===== config.mk =====
export PLATFORM = sky130hd
export DESIGN_NAME = host_instr_driver
export DESIGN_NICKNAME = d
export VERILOG_FILES = /design/src/rtl/host_instr_driver.sv
export SDC_FILE = /design/constraint.sdc
export NUM_CORES = 1
export LEC_CHECK = 0
export BUFFER_PORTS_ARGS = -buffer_cell sky130_fd_sc_hd__buf_2
export CAP_MARGIN = 20
export CORE_MARGIN = 1
export CORE_UTILIZATION = 48
export DETAILED_ROUTE_END_ITERATION = 10
export PLACE_DENSITY_LB_ADDON = 0.25
export SLEW_MARGIN = 20
export SYNTH_ARGS = -nofsm -noshare
export SYNTH_HDL_FRONTEND = slang
export SYNTH_SLANG_ARGS = --single-unit

===== constraint.sdc =====
create_clock -name clk -period 6.4 [get_ports clk]
set_clock_uncertainty 0.05 [all_clocks]
set_input_delay 0.32 -clock clk [delete_from_list [all_inputs] [get_ports clk]]
set_output_delay 0.32 -clock clk [all_outputs]
set_load 0.02 [all_outputs]

===== src/rtl/host_instr_driver.sv =====
`timescale 1ns/1ps
`default_nettype none
// ============================================================================
// Module   : host_instr_driver
// Purpose  : Host-side driver for the accelerator instruction/result path.
//            Queues 64-bit host instructions in a command FIFO and issues
//            them one at a time, throttled by the accelerator buffer_full
//            flag. For result-read instructions it waits for the 32-bit
//            result and holds it for the host behind a valid/ready handshake.
// Ports    : clk, rst_n                 - clock, async active-low reset
//            i_host_wr_en/_data        - host instruction push
//            o_host_full/_count        - FIFO status
//            o_acc_instr/_valid        - instruction to accelerator (strobe)
//            i_acc_buffer_full         - accelerator back-pressure
//            i_acc_result/_valid       - accelerator result
//            o_res_data/_valid, i_res_ready - result handshake to host
//            o_busy, o_overflow_err, o_timeout_err - status / sticky errors
// Revision : 1.0 - initial release
// ============================================================================
module host_instr_driver #(
  parameter int         FIFO_DEPTH  = 8,
  parameter logic [3:0] RD_OPCODE   = 4'hF,
  parameter int         RES_TIMEOUT = 64
) (
  input  logic                        clk,
  input  logic                        rst_n,
  input  logic                        i_host_wr_en,
  input  logic [63:0]                 i_host_wr_data,
  output logic                        o_host_full,
  output logic [$clog2(FIFO_DEPTH):0] o_host_count,
  output logic [63:0]                 o_acc_instr,
  output logic                        o_acc_instr_valid,
  input  logic                        i_acc_buffer_full,
  input  logic [31:0]                 i_acc_result,
  input  logic                        i_acc_result_valid,
  output logic [31:0]                 o_res_data,
  output logic                        o_res_valid,
  input  logic                        i_res_ready,
  output logic                        o_busy,
  output logic                        o_overflow_err,
  output logic                        o_timeout_err
);

  localparam int PW = $clog2(FIFO_DEPTH);
  localparam int CW = PW + 1;
  localparam int TW = $clog2(RES_TIMEOUT + 1);
  localparam logic [TW-1:0] c_TO_LAST = TW'(RES_TIMEOUT - 1);
  localparam logic [CW-1:0] c_DEPTH   = CW'(FIFO_DEPTH);

  typedef enum logic [1:0] {
    S_IDLE     = 2'd0,
    S_ISSUE    = 2'd1,
    S_WAIT_RES = 2'd2,
    S_HOLD_RES = 2'd3
  } state_t;

  state_t        r_state;
  logic [63:0]   r_mem [FIFO_DEPTH];
  logic [PW-1:0] r_wr_ptr;
  logic [PW-1:0] r_rd_ptr;
  logic [CW-1:0] r_count;
  logic [TW-1:0] r_to_cnt;
  logic [63:0]   r_acc_instr;
  logic          r_acc_instr_valid;
  logic [31:0]   r_res_data;
  logic          r_res_valid;
  logic          r_overflow_err;
  logic          r_timeout_err;

  logic w_full;
  logic w_push;
  logic w_pop;

  assign w_full = (r_count == c_DEPTH);
  assign w_push = i_host_wr_en & ~w_full;
  // Pop only happens on the IDLE->ISSUE transition; buffer_full is ignored
  // in every other state.
  assign w_pop  = (r_state == S_IDLE) & (r_count != '0) & ~i_acc_buffer_full;

  // Storage needs no reset: occupancy is tracked by the pointers/count.
  always_ff @(posedge clk) begin
    if (w_push) r_mem[r_wr_ptr] <= i_host_wr_data;
  end

  // FIFO control; power-of-two depth lets the pointers wrap naturally.
  always_ff @(posedge clk or negedge rst_n) begin
    if (!rst_n) begin
      r_wr_ptr       <= '0;
      r_rd_ptr       <= '0;
      r_count        <= '0;
      r_overflow_err <= 1'b0;
    end else begin
      if (w_push) r_wr_ptr <= r_wr_ptr + 1'b1;
      if (w_pop)  r_rd_ptr <= r_rd_ptr + 1'b1;
      if (i_host_wr_en && w_full) r_overflow_err <= 1'b1;
      case ({w_push, w_pop})
        2'b10:   r_count <= r_count + 1'b1;
        2'b01:   r_count <= r_count - 1'b1;
        default: r_count <= r_count;
      endcase
    end
  end

  // Issue / result FSM with registered outputs.
  always_ff @(posedge clk or negedge rst_n) begin
    if (!rst_n) begin
      r_state           <= S_IDLE;
      r_acc_instr       <= '0;
      r_acc_instr_valid <= 1'b0;
      r_res_data        <= '0;
      r_res_valid       <= 1'b0;
      r_timeout_err     <= 1'b0;
      r_to_cnt          <= '0;
    end else begin
      case (r_state)
        S_IDLE: begin
          if (w_pop) begin
            r_acc_instr       <= r_mem[r_rd_ptr];
            r_acc_instr_valid <= 1'b1;
            r_state           <= S_ISSUE;
          end
        end
        S_ISSUE: begin
          r_acc_instr_valid <= 1'b0;
          r_to_cnt          <= '0;
          r_state <= (r_acc_instr[63:60] == RD_OPCODE) ? S_WAIT_RES : S_IDLE;
        end
        S_WAIT_RES: begin
          // A result arriving on the timeout cycle takes priority.
          if (i_acc_result_valid) begin
            r_res_data  <= i_acc_result;
            r_res_valid <= 1'b1;
            r_to_cnt    <= '0;
            r_state     <= S_HOLD_RES;
          end else if (r_to_cnt == c_TO_LAST) begin
            r_timeout_err <= 1'b1;
            r_to_cnt      <= '0;
            r_state       <= S_IDLE;
          end else begin
            r_to_cnt <= r_to_cnt + 1'b1;
          end
        end
        S_HOLD_RES: begin
          if (i_res_ready) begin
            r_res_valid <= 1'b0;
            r_state     <= S_IDLE;
          end
        end
        default: r_state <= S_IDLE;
      endcase
    end
  end

  assign o_host_full       = w_full;
  assign o_host_count      = r_count;
  assign o_acc_instr       = r_acc_instr;
  assign o_acc_instr_valid = r_acc_instr_valid;
  assign o_res_data        = r_res_data;
  assign o_res_valid       = r_res_valid;
  assign o_busy            = (r_state != S_IDLE) | (r_count != '0);
  assign o_overflow_err    = r_overflow_err;
  assign o_timeout_err     = r_timeout_err;

endmodule
`default_nettype wire


## Word-level counts from Yosys, hierarchy flattened

Memory sizes are Yosys's and may differ from the RTL's. A register that Yosys moved wholly into a read port is not among the register bits.
Index checks and enable logic that the tools add are counted.

- Bits in registers: 55
- Bits in writable memories: 512
- Memories: 1
- Input port bits: 102
- Output and inout bits: 106
- Logic and storage cells: 67

- Bitwise operators: 7
- $add $sub $neg: 5
- Mux-type cells: 17
- Equality and inequality tests: 12
- Reductions and logical operators: 15

Memories:

| name | words | bits a word | read ports | clocked after memory_dff | wr ports | RTL line | text |
|---|---|---|---|---|---|---|---|
| r_mem | 8 | 64 | 1 | 1 | 1 | 58 | `logic [63:0] r_mem [FIFO_DEPTH];` |

Operators with widths:

| kind | count |
|---|---|
| $mux 7 | 2 |
| $pmux 7 s2 | 1 |
| $mux 2 | 5 |
| $reduce_bool 2->1 | 5 |
| $reduce_and 3->1 | 3 |
| $eq 4x4->1 const B | 2 |
| $pmux 2 s4 | 1 |
| $pmux 4 s2 | 1 |
| $add 7x1->7 const B | 1 |
| $eq 7x6->1 const B | 1 |
| $add 3x1->3 const B | 2 |
| $eq 2x2->1 const B | 3 |
| $ne 2x2->1 const B | 3 |
| $reduce_and 2->1 | 3 |
| $mux 1 | 5 |
| $add 4x1->4 const B | 1 |
| $eq 2x1->1 const B | 2 |
| $pmux 1 s2 | 2 |
| $reduce_bool 4->1 | 1 |
| $sub 4x1->4 const B | 1 |
| $and 1x1->1 | 3 |
| $ne 3x3->1 const B | 1 |
| $not 1->1 | 3 |
| $logic_not 2->1 | 1 |
| 3 further kinds | 3 |

## Logic depth before layout (Yosys ltp)

Gate-level depths: netlist of the first run.

- Depth after elaboration: 5
- Depth in mapped cells: 12
- Mapped depth without buffers: 10

## Worst setup path before layout of the first run

Ideal clock, no wire load.

- Path kind: register to register
- From: register r_count[1], in the netlist o_host_count[1]
- To: memory r_mem[0][0], enable pin
- Buffers on the path: 1
- Required time: 5,785 ps
- Setup slack: 224 ps
- Stages on the path, launching flop included: 6
- Data arrival time: 5,561 ps
- Cells stage by stage: dfrtp_1 buf_2 nor4b_2 nor2b_1 nand2b_1 nor3_1

- Cells in the longest elaborated chain, start to end: 5

RTL lines:

| item | RTL line | text |
|---|---|---|
| from (decl) | 61 | `logic [CW-1:0] r_count;` |
| from (signal assigned) | 97 | `2'b10: r_count <= r_count + 1'b1;` |
| from (signal assigned) | 98 | `2'b01: r_count <= r_count - 1'b1;` |
| from (signal assigned) | 99 | `default: r_count <= r_count;` |
| $eq 4x4->1 | 74 | `assign w_full = (r_count == c_DEPTH);` |
| named net o_host_full | 29 | `output logic o_host_full,` |
| $not 1->1 | 75 | `assign w_push = i_host_wr_en & ~w_full;` |
| $and 1x1->1 | 75 |  |
| $mux 1 | 82 | `if (w_push) r_mem[r_wr_ptr] <= i_host_wr_data;` |
| $mux 1 (implied by the code) | 82 |  |
| to (decl) | 58 |  |

The timed path passes the listed nets, and every way through them passes these cells.

## Final worst setup path of the first run

- From: register r_count[1], in the netlist o_host_count[1]
- To: memory r_mem[4][30], enable pin

- Cells in the longest elaborated chain, start to end: 5

RTL lines:

| item | RTL line |
|---|---|
| $eq 4x4->1 | 74 |
| $not 1->1 | 75 |
| $and 1x1->1 | 75 |
| $mux 1 | 82 |
| $mux 1 (implied by the code) | 82 |

No other way between the ends.

==> results of run 1 <==
==> cell families after synthesis <==
group | share of synthesized area [%]
DFF | 76.94
AOI/OAI and AO/OA | 1.889
buffers and inverters | 1.479
adders and majority gates | 0.5770
muxes | 16.51
and+or+nand+nor | 2.235
xor gates and xnor gates | 0.3672
==> metrics by stage <==
step	hold WS (ps)	power, mW
floorplan	-25.59	8.476
global placement	371.8	9.502
detailed placement	377.8	9.579
CTS	59.55	13.47
global route	86.62	13.96
finish	85.05	13.28
==> flip-flops by register name, summed over array words and instances (netlist names), 2 cells and up <==
name / count
o_acc_instr: 64
r_wr_ptr: 3
r_state: 2
r_mem: 512
r_to_cnt: 7
r_rd_ptr: 3
o_host_count: 4
o_res_data: 32
==> repair_timing <==
| item | in CTS | in global routing |
|---|---|---|
| buffers inserted | 0 | 0 |
| hold buffers | 99 | 0 |
| hold endpoints to repair | 621 | 0 |
==> cells in the final DEF (no fill, tap or decap), types with 21 or more instances in the layout <==
master	instances
edfxtp_1	512
buf_2	206
mux4_2	128
dfrtp_1	116
dlygate4sd3_1	99
a21oi_1	72
clkbuf_16	69
nor2_1	67
mux2i_1	66
mux2_2	35
buf_4	21
==> layout make-up <==
cell class	count	area, um2
timing repair buffer	327	2191
sequential	631	18360
antenna	4	10.01
clock buffer	96	1898
multi-input combinational	451	5201
tap	664	830.8
clock inverter	26	292.8
inverter	9	33.78
fill	3589	20130
==> how the worst max path moves through the flow <==
stage,startpoint,to
after floorplan,o_host_count[1]$_DFFE_PN0P_,r_mem[0][0]$_DFFE_PP_
after global placement,o_host_count[1]$_DFFE_PN0P_,r_mem[4][45]$_DFFE_PP_
after detailed placement,o_host_count[1]$_DFFE_PN0P_,r_mem[4][45]$_DFFE_PP_
after CTS,o_host_count[1]$_DFFE_PN0P_,r_mem[4][30]$_DFFE_PP_
after global routing,o_host_count[1]$_DFFE_PN0P_,r_mem[4][30]$_DFFE_PP_
final,o_host_count[1]$_DFFE_PN0P_,r_mem[4][30]$_DFFE_PP_
==> worst register-to-register path, stage by stage (launching register included) <==
cell,delay [ps]
dfrtp_1,540
nor4b_2,120
nor2b_1,370
nand2b_1,330
nor2_4,830
buf_4,710
==> cell usage after synthesis <==
master	count	area share (%)
edfxtp_1	512	64
mux4_2	128	12
dfrtp_1	119	12
nor2_1	73	1.1
a21oi_1	72	1.5
mux2i_1	66	2.8
mux2_2	35	1.7
buf_2	27	0.57
nand2_1	19	0.30
ha_1	11	0.58
buf_4	10	0.31
inv_1	9	0.14
clkbuf_1	8	0.13
buf_6	6	0.28
nand2b_1	5	0.13
xnor2_1	5	0.18
xor2_1	5	0.18
nand3_1	4	0.084
o21ai_0	4	0.084
and3_1	3	0.079
buf_1	3	0.047
o22ai_1	3	0.079
nor2b_1	2	0.052
nor3_1	2	0.042
a21boi_0	1	0.031
a21o_1	1	0.031
a22o_1	1	0.037
a22oi_1	1	0.031
nand3b_1	1	0.031
nand4_1	1	0.026
nand4b_1	1	0.037
nor3b_1	1	0.031
nor3b_4	1	0.079
nor4_4	1	0.089
nor4b_2	1	0.063
nor4bb_1	1	0.042
o31ai_1	1	0.031
o31ai_2	1	0.052
==> per-layer routing <==
metal / up-vias / wire [um]
met5: - / 13
met4: 2 / 794
met3: 60 / 2354
met2: 308 / 23480
met1: 6108 / 20490
li1: 5292 / -
==> report_power, final <==
group / switching, mW / internal [mW]
logic: 2.04 / 1.64
clock network: 1.54 / 2.28
registers: 0.481 / 5.30
==> impl_metrics.csv, run 1 <==
group,metric,value,unit
yosys,synthCells,1145,
sta,hold_viol_final,0,
power_and_ir_drop,p_leak,10.34,nW
floorplan,coreArea,48950,um2
route,ant_nets,0,
setup_path,crit_required,6550,ps
hold_path,hold_class,"input port to flip-flop",
setup_path,worstReg2RegEnd,"r_mem[4][30]$_DFFE_PP_",
placed_design,pre_cts_slack,2998,ps
global_route,grt_pass1_wl,72500,um
route,routed_wl,47130,um
sta,max_freq,298.6,MHz
setup_path,reg2reg_from,"o_host_count[1]$_DFFE_PN0P_",
setup_path,crit_arrival,3500,ps
hold_path,min_from,"i_acc_result_valid",
global_route,met3_usage,3.390,%
route,drt_iter0_drc,771,
outcome,outcome,"finished clean",
yosys,yosysWarnings,0,
setup_path,critical_path_class,"flip-flop to flip-flop",
placed_design,port_buffers,207,
clocking,cts_buffer_depth,3,
yosys,synth_sequential_area_ratio,76.94,%
job,maxCapViolCount,0,
sta,finalCritPeriodShare,52.32,%
clocking,cts_resized,0,
global_route,gr-usage-all-layers,19.16,%
clocking,cts_tree,"done",
global_route,grtUsageMet1,26.12,%
power_and_ir_drop,peakVddDrop,0.3469,mV
cells_and_area,drive_gt1_share,32.60,%
route,avgViaCountPerCell,5.331,
setup_path,worst_path_max_delay_cell,"nor2_4",
yosys,synth_nets,1258,
clocking,clk_latency,590,ps
setup_path,worst-path-max-fanout,38,
setup_path,cp.depth,5,
clocking,cts_buffers,66,
cells_and_area,fin_util,58.88,%
floorplan,start_util,48.73,%
global_route,antenna_found_initial,5,
cells_and_area,final_area,28820,um2
sta,min_period,3348,ps
cells_and_area,finalNonFillerCells,2208,
floorplan,row_count,81,
sta,layout_setup_ws,3052,ps
route,firstDrtPassIters,4,
sta,rsz0062_at_grt,"no",
global_route,grt_pass1_vias,12280,
sta,setup_viol,0,
placed_design,dpl-instance-area,25630,um2
clocking,cts_num_sinks,631,
clocking,h-tree-depth,3,
sta,worst_pin_slew,1103,ps
sta,slew_viol_final,0,
clocking,clkTransAtPathRegs,60,ps
floorplan,die_h,224.9,um
setup_path,cp-start-kind,"flip-flop",
power_and_ir_drop,power_density,460.9,nW/um2
setup_path,critPathCaptureType,"flip-flop",
setup_path,cp.buffers_inverters,1,
global_route,busiest_layer,"met2",
hold_path,hold_depth,3,
placed_design,dp.cells,1983,
sta,setup_tns,0,ps
setup_path,crit_chain,"nor4b_2, nor2b_1, nand2b_1, nor2_4, buf_4",
floorplan,ios,208,
placed_design,finalWeightedCongestion,0.7295,
yosys,ys_types,38,
setup_path,path_delay_family,"simple AND/OR/NAND/NOR gates",
setup_path,slowest_delay,830,ps
setup_path,r2r_cells,5,
floorplan,die_w,224.9,um
route,wire_per_inst,21.34,um
yosys,syn-cell-area,23850,um2
global_route,grt_start_max_net_pins,82,
sta,slew_headroom,26.47,%
placed_design,hpwlAfterDp,25510,um
global_route,grt_overflow_total,0,
setup_path,r2r_setup_slack,3050,ps
global_route,use_met2,31.77,%
cells_and_area,layout.nets,1599,
clocking,ctsRootBufferMaster,"clkbuf_16",
cells_and_area,area_growth,20.84,%
yosys,ys_seq_elements,631,
hold_path,min_to,"r_state[0]$_DFFE_PN0P_",
yosys,synth_area_per_cell,20.83,um2
route,drc,0,
floorplan,die_area,50590,um2
route,route.vias.total,11770,
Power figures use the tool's default switching activity.
==> run 2, diff against run 1 <==
==> constraint.sdc (replaced) <==
create_clock -name clk -period 2.8 [get_ports clk]
set_clock_uncertainty 0.05 [all_clocks]
set_input_delay 0.14 -clock clk [delete_from_list [all_inputs] [get_ports clk]]
set_output_delay 0.14 -clock clk [all_outputs]
set_load 0.02 [all_outputs]
==> run 2 against run 1 <==
  * Largest cell class unchanged
  * Hold slack better by 32 ps
  * Power is 130% higher
  * Critical endpoint is now o_host_count[2]$_DFFE_PN0P_
  * Highest routed layer unchanged
  * Non-clock buffer count up 14
  * Sequential power is 120% higher
  * Sequential share of layout area is 0.68 points lower
  * Utilization rose by 0.65 points
==> impl_metrics.csv, run 2 (synthesis results as in run 1) <==
group,metric,value,unit
outcome,outcome,"finished clean",
floorplan,row_count,81,
cells_and_area,final_area,29140,um2
cells_and_area,final_cell_mix,"edfxtp_1 (512), buf_2 (206), mux4_2 (128)",
setup_path,critical_path_class,"flip-flop to flip-flop",
power_and_ir_drop,peakVddDrop,0.5532,mV
clocking,cts_num_sinks,631,
global_route,grt_start_max_net_pins,133,
power_and_ir_drop,power_switching,9.276,mW
global_route,antenna_found_initial,4,
route,firstDrtPassIters,5,
sta,hold_viol_final,0,
sta,max_freq,421.3,MHz
sta,setup_viol,0,
sta,slew_headroom,52.29,%
power_and_ir_drop,swShare,30.29,%
cells_and_area,drive_gt1_share,33.25,%
global_route,grt_pass1_vias,12390,
placed_design,port_buffers,207,
power_and_ir_drop,p_leak,10.45,nW
setup_path,r2r_setup_slack,430,ps
clocking,clk_latency,590,ps
setup_path,critPathCaptureType,"flip-flop",
placed_design,dpl-instance-area,25930,um2
power_and_ir_drop,p_comb_share,29.2,%
setup_path,cp-start-kind,"flip-flop",
clocking,cts_setup_buffers,0,
placed_design,finalWeightedCongestion,0.7435,
power_and_ir_drop,power_density,1051,nW/um2
clocking,cts_resized,0,
clocking,clkTransAtPathRegs,60,ps
sta,worst_pin_slew,715.7,ps
global_route,grt_overflow_total,0,
floorplan,coreArea,48950,um2
route,routed_wl,47740,um
cells_and_area,largest_register_ffs,512,
sta,finalCritPeriodShare,84.77,%
placed_design,pre_cts_slack,426.4,ps
route,drc,0,
route,ant_nets,0,
floorplan,die_area,50590,um2
sta,min_period,2374,ps
clocking,cts_tree,"done",
sta,layout_setup_ws,426.4,ps
clocking,h-tree-depth,3,
power_and_ir_drop,sequentialPowerShare,42.6,%
route,wire_per_inst,21.53,um
cells_and_area,top_register,"r_mem",
setup_path,crit_chain,"inv_1, ha_1, nor3b_4, ha_1, xor2_1, ha_1, a21oi_1, xor2_1, nor2_1, xor2_1",
power_and_ir_drop,p_int,21.34,mW
setup_path,worst_path_max_delay_cell,"dfrtp_1",
setup_path,crit_arrival,2780,ps
clocking,cts_buffer_depth,3,
setup_path,worstReg2RegEnd,"o_host_count[2]$_DFFE_PN0P_",
clocking,ctsRootBufferMaster,"clkbuf_16",
setup_path,worst-path-max-fanout,5,
placed_design,hpwlAfterDp,26140,um
sta,slew_viol_final,0,
route,route.vias.total,11850,
setup_path,reg2reg_from,"r_state[0]$_DFFE_PN0P_",
clocking,cts_buffers,66,
hold_path,hold_class,"input port to asynchronous set/reset pin",
setup_path,slowest_delay,400,ps
power_and_ir_drop,pwr-share-clk,28.2,%
sta,setup_tns,0,ps
setup_path,r2r_cells,10,
route,avgViaCountPerCell,5.343,
floorplan,start_util,48.73,%
cells_and_area,area_growth,22.17,%
placed_design,dp.cells,1993,
floorplan,ios,208,
power_and_ir_drop,report.power.total,30.62,mW
global_route,grt_pass1_wl,72770,um
floorplan,die_w,224.9,um
setup_path,crit_required,3210,ps
sta,rsz0062_at_grt,"no",
cells_and_area,layout.nets,1613,
cells_and_area,finalNonFillerCells,2217,
global_route,gr-usage-all-layers,19.35,%
route,drt_iter0_drc,734,
cells_and_area,final_common_cell,"edfxtp_1",
floorplan,die_h,224.9,um
job,maxCapViolCount,0,
[run 2: cell count changes in the layout (fill, tap and decap cells not counted), moves of 2 or more]
cell	previous run	this run
buf_12	0	16
buf_4	21	15
clkbuf_16	69	71
clkinv_1	6	4
clkinv_2	8	6
clkinv_8	3	0
clkinvlp_4	1	4
dfrtp_1	116	112
dfrtp_2	0	4
diode_2	4	1
dlygate4sd3_1	99	103
nor3_2	2	0
nor3_4	0	2
[run 2: critical path: cells and delay by family, from the launching register on]
family	cells	cell delay, ps
adders and majority gates	3	740
xor gates and xnor gates	3	430
DFF	1	400
and+or+nand+nor	2	360
AOI/OAI and AO/OA	1	160
buffers and inverters	1	130
[run 2: area by class of cell]
cell class / instances / area (um2)
Inverter: 9 / 33.78
Tap cell: 664 / 830.8
Fill cell: 3598 / 19810
Clock buffer: 99 / 1952
Multi-Input combinational cell: 451 / 5225
Sequential cell: 631 / 18370
Antenna cell: 1 / 2.502
Clock inverter: 21 / 221.5
Timing Repair Buffer: 341 / 2506
[run 2: per-layer routing]
layer	share of wire (%)	GRT usage, %	wire length, um
met4	1.6	5.596	759
met3	5.0	3.768	2377
met1	43	26.12	20720
met2	50	32.16	23850
met5	0.086	0	41
[run 2: power groups by stage]
stage	Sequential, mW	Clock (mW)	Combinational [mW]
finish	13.0	8.63	8.95
global route	13.2	9.15	9.76
CTS	13.1	8.84	9.16
detailed placement	13.3	0	8.97
global placement	13.2	0	8.88
floorplan	13.8	0	5.55
[run 2: repair_timing]
item	CTS	global route
endpoints found under the hold margin	616	0
hold buffers	103	0
setup endpoints to repair	0	0
[run 2: worst max path at each step]
stage                                start  slack [ps]                          end  cells after the start
6_report            r_state[0]$_DFFE_PN0P_         430  o_host_count[2]$_DFFE_PN0P_                     10
4_1_cts        o_host_count[0]$_DFFE_PN0P_         410  o_host_count[2]$_DFFE_PN0P_                     10
3_3_place_gp        r_state[0]$_DFFE_PN0P_         500  o_host_count[2]$_DFFE_PN0P_                     10
5_1_grt             r_state[0]$_DFFE_PN0P_         220  o_host_count[2]$_DFFE_PN0P_                     10
3_5_place_dp   o_host_count[0]$_DFFE_PN0P_         430  o_host_count[2]$_DFFE_PN0P_                     10
2_1_floorplan  o_host_count[1]$_DFFE_PN0P_        -450        r_mem[6][0]$_DFFE_PP_                      5
[run 2: per-stage QoR]
step	hold WS [ps]	utilization, %
after floorplan	-205.6	-
after global placement	168.4	52.98
after detailed placement	177.8	52.98
after CTS	122.9	59.53
after global routing	170.7	59.53
final	116.6	59.53
==> run 3, diff against run 2 <==
==> constraint.sdc (replaced) <==
create_clock -name clk -period 2.3 [get_ports clk]
set_clock_uncertainty 0.05 [all_clocks]
set_input_delay 0.115 -clock clk [delete_from_list [all_inputs] [get_ports clk]]
set_output_delay 0.115 -clock clk [all_outputs]
set_load 0.02 [all_outputs]
==> run 3 against run 2 <==
  * Count of clock-buffer cells in the layout shrank 12
  * Clock power grew 18%
  * Sequential cell count is the same
  * Worst setup slack lost 290 ps
  * Sequential power grew 22%
  * Critical path depth shrank 3
  * Global-route usage grew 0.22 points
  * Utilization grew 0.47 points
  * Hold slack lost 70 ps
  * Die area is the same
  * Largest power group unchanged
==> impl_metrics.csv, run 3 (synthesis results as in run 1) <==
group,metric,value,unit
route,wl_met2,24540,um
cells_and_area,final_area,29370,um2
power_and_ir_drop,pwr-share-clk,27.2,%
route,drt_iter0_drc,929,
power_and_ir_drop,power_density,1279,nW/um2
setup_path,r2r_setup_slack,140,ps
placed_design,hpwlAfterDp,26800,um
global_route,grt_pass1_wl,73820,um
route,drc,0,
cells_and_area,drive_gt1_share,34.46,%
cells_and_area,n_fill_cell,3527,
cells_and_area,final_common_cell,"edfxtp_1",
global_route,grt_pass1_vias,12600,
power_and_ir_drop,p_int,26.07,mW
route,firstDrtPassIters,5,
setup_path,cp-start-kind,"flip-flop",
outcome,outcome,"finished clean",
global_route,grt_start_max_net_pins,133,
hold_path,hold_class,"input port to asynchronous set/reset pin",
placed_design,pre_cts_slack,29.34,ps
sta,hold_viol_final,0,
sta,worst_pin_slew,668.4,ps
floorplan,start_util,48.73,%
cells_and_area,finalNonFillerCells,2231,
sta,setup_tns,0,ps
sta,slew_viol_final,0,
cells_and_area,top_register,"r_mem",
floorplan,die_h,224.9,um
job,maxCapViolCount,0,
setup_path,critical_path_class,"flip-flop to flip-flop",
floorplan,coreArea,48950,um2
setup_path,r2r_cells,7,
power_and_ir_drop,p_comb_share,30.6,%
placed_design,dp.cells,2008,
route,top_layer_used,"met5",
sta,whs,46.43,ps
route,route.vias.total,12040,
cells_and_area,layout.nets,1626,
setup_path,worstReg2RegEnd,"o_host_count[3]$_DFFE_PN0P_",
setup_path,crit_required,2750,ps
cells_and_area,final_cell_mix,"edfxtp_1 (512), buf_2 (206), mux4_2 (128)",
sta,max_freq,462.6,MHz
setup_path,crit_arrival,2610,ps
setup_path,worst-path-max-fanout,6,
sta,slew_headroom,55.44,%
power_and_ir_drop,power_switching,11.48,mW
placed_design,finalWeightedCongestion,0.7762,
clocking,cts_buffer_depth,3,
sta,min_period,2162,ps
route,wire_per_inst,22.07,um
sta,layout_setup_ws,138.4,ps
sta,rsz0062_at_grt,"no",
power_and_ir_drop,sequentialPowerShare,42.2,%
placed_design,port_buffers,207,
route,wl_met3,2611,um
power_and_ir_drop,peakVddDrop,0.7225,mV
global_route,grt_overflow_total,0,
clocking,clk_latency,630,ps
cells_and_area,largest_register_ffs,512,
clocking,cts_tree,"done",
floorplan,die_area,50590,um2
route,routed_wl,49230,um
sta,setup_viol,0,
cells_and_area,area_growth,23.14,%
global_route,gr-usage-all-layers,19.57,%
route,ant_nets,0,
clocking,clkTransAtPathRegs,60,ps
global_route,antenna_found_initial,5,
route,drt-met1-wl,20950,um
setup_path,critPathCaptureType,"flip-flop",
clocking,ctsRootBufferMaster,"clkbuf_16",
power_and_ir_drop,report.power.total,37.55,mW
floorplan,die_w,224.9,um
power_and_ir_drop,swShare,30.57,%
setup_path,reg2reg_from,"o_host_count[0]$_DFFE_PN0P_",
clocking,h-tree-depth,2,
floorplan,row_count,81,
floorplan,ios,208,
power_and_ir_drop,p_leak,10.58,nW
sta,finalCritPeriodShare,93.98,%
placed_design,dpl-instance-area,26170,um2
clocking,cts_num_sinks,631,
cells_and_area,fin_util,60.00,%
clocking,cts_buffers,60,
route,avgViaCountPerCell,5.398,
run 3: how the worst max path moves through the flow:
stage | startpoint | endpoint | slack [ps]
detailed placement | r_state[0]$_DFFE_PN0P_ | r_rd_ptr[1]$_DFFE_PN0P_ | 30
floorplan | o_host_count[3]$_DFFE_PN0P_ | r_mem[0][0]$_DFFE_PP_ | -760
CTS | r_state[0]$_DFFE_PN0P_ | r_rd_ptr[1]$_DFFE_PN0P_ | 30
finish | o_host_count[0]$_DFFE_PN0P_ | o_host_count[3]$_DFFE_PN0P_ | 140
global placement | r_state[0]$_DFFE_PN0P_ | r_rd_ptr[1]$_DFFE_PN0P_ | 110
global route | o_host_count[0]$_DFFE_PN0P_ | o_host_count[2]$_DFFE_PN0P_ | 20
run 3: layout make-up:
type | instances | area [um2] | area share [%]
tap | 664 | 830.8 | 2.829
inverter | 9 | 33.78 | 0.1150
timing repair buffer | 360 | 2784 | 9.479
clock inverter | 26 | 367.9 | 1.252
antenna | 3 | 7.507 | 0.02556
clock buffer | 87 | 1714 | 5.836
sequential | 631 | 18370 | 62.54
multi-input combinational | 451 | 5264 | 17.92
run 3: layer usage:
metal  GRT usage, %  vias to the layer above
li1               -                     5341
met1          26.20                     6274
met2          32.82                      334
met3          3.416                       89
met4          6.188                        4
met5              0                        -
run 3: critical path: stages (launching register included):
cell and delay, ps:
dfrtp_2 470, nor4_4 410, nor3b_4 80, buf_4 180, ha_1 350, nor4bb_1 280
a21oi_1 90, xnor2_1 130
run 3: power groups by stage:
| stage | logic [mW] | clock network [mW] | registers (mW) |
|---|---|---|---|
| global placement | 11.1 | 0 | 16.0 |
| floorplan | 6.83 | 0 | 16.8 |
| detailed placement | 11.3 | 0 | 16.1 |
| CTS | 11.5 | 10.4 | 15.9 |
| finish | 11.5 | 10.2 | 15.8 |
| global route | 12.4 | 10.8 | 16.1 |
run 3: timing repair:
action	CTS	global route
buffers inserted	0	4
endpoints found under the hold margin	658	0
cloned	0	1
setup endpoints to repair	1	3
pin swaps	0	2
hold buffers	102	0
resized for setup	1	4
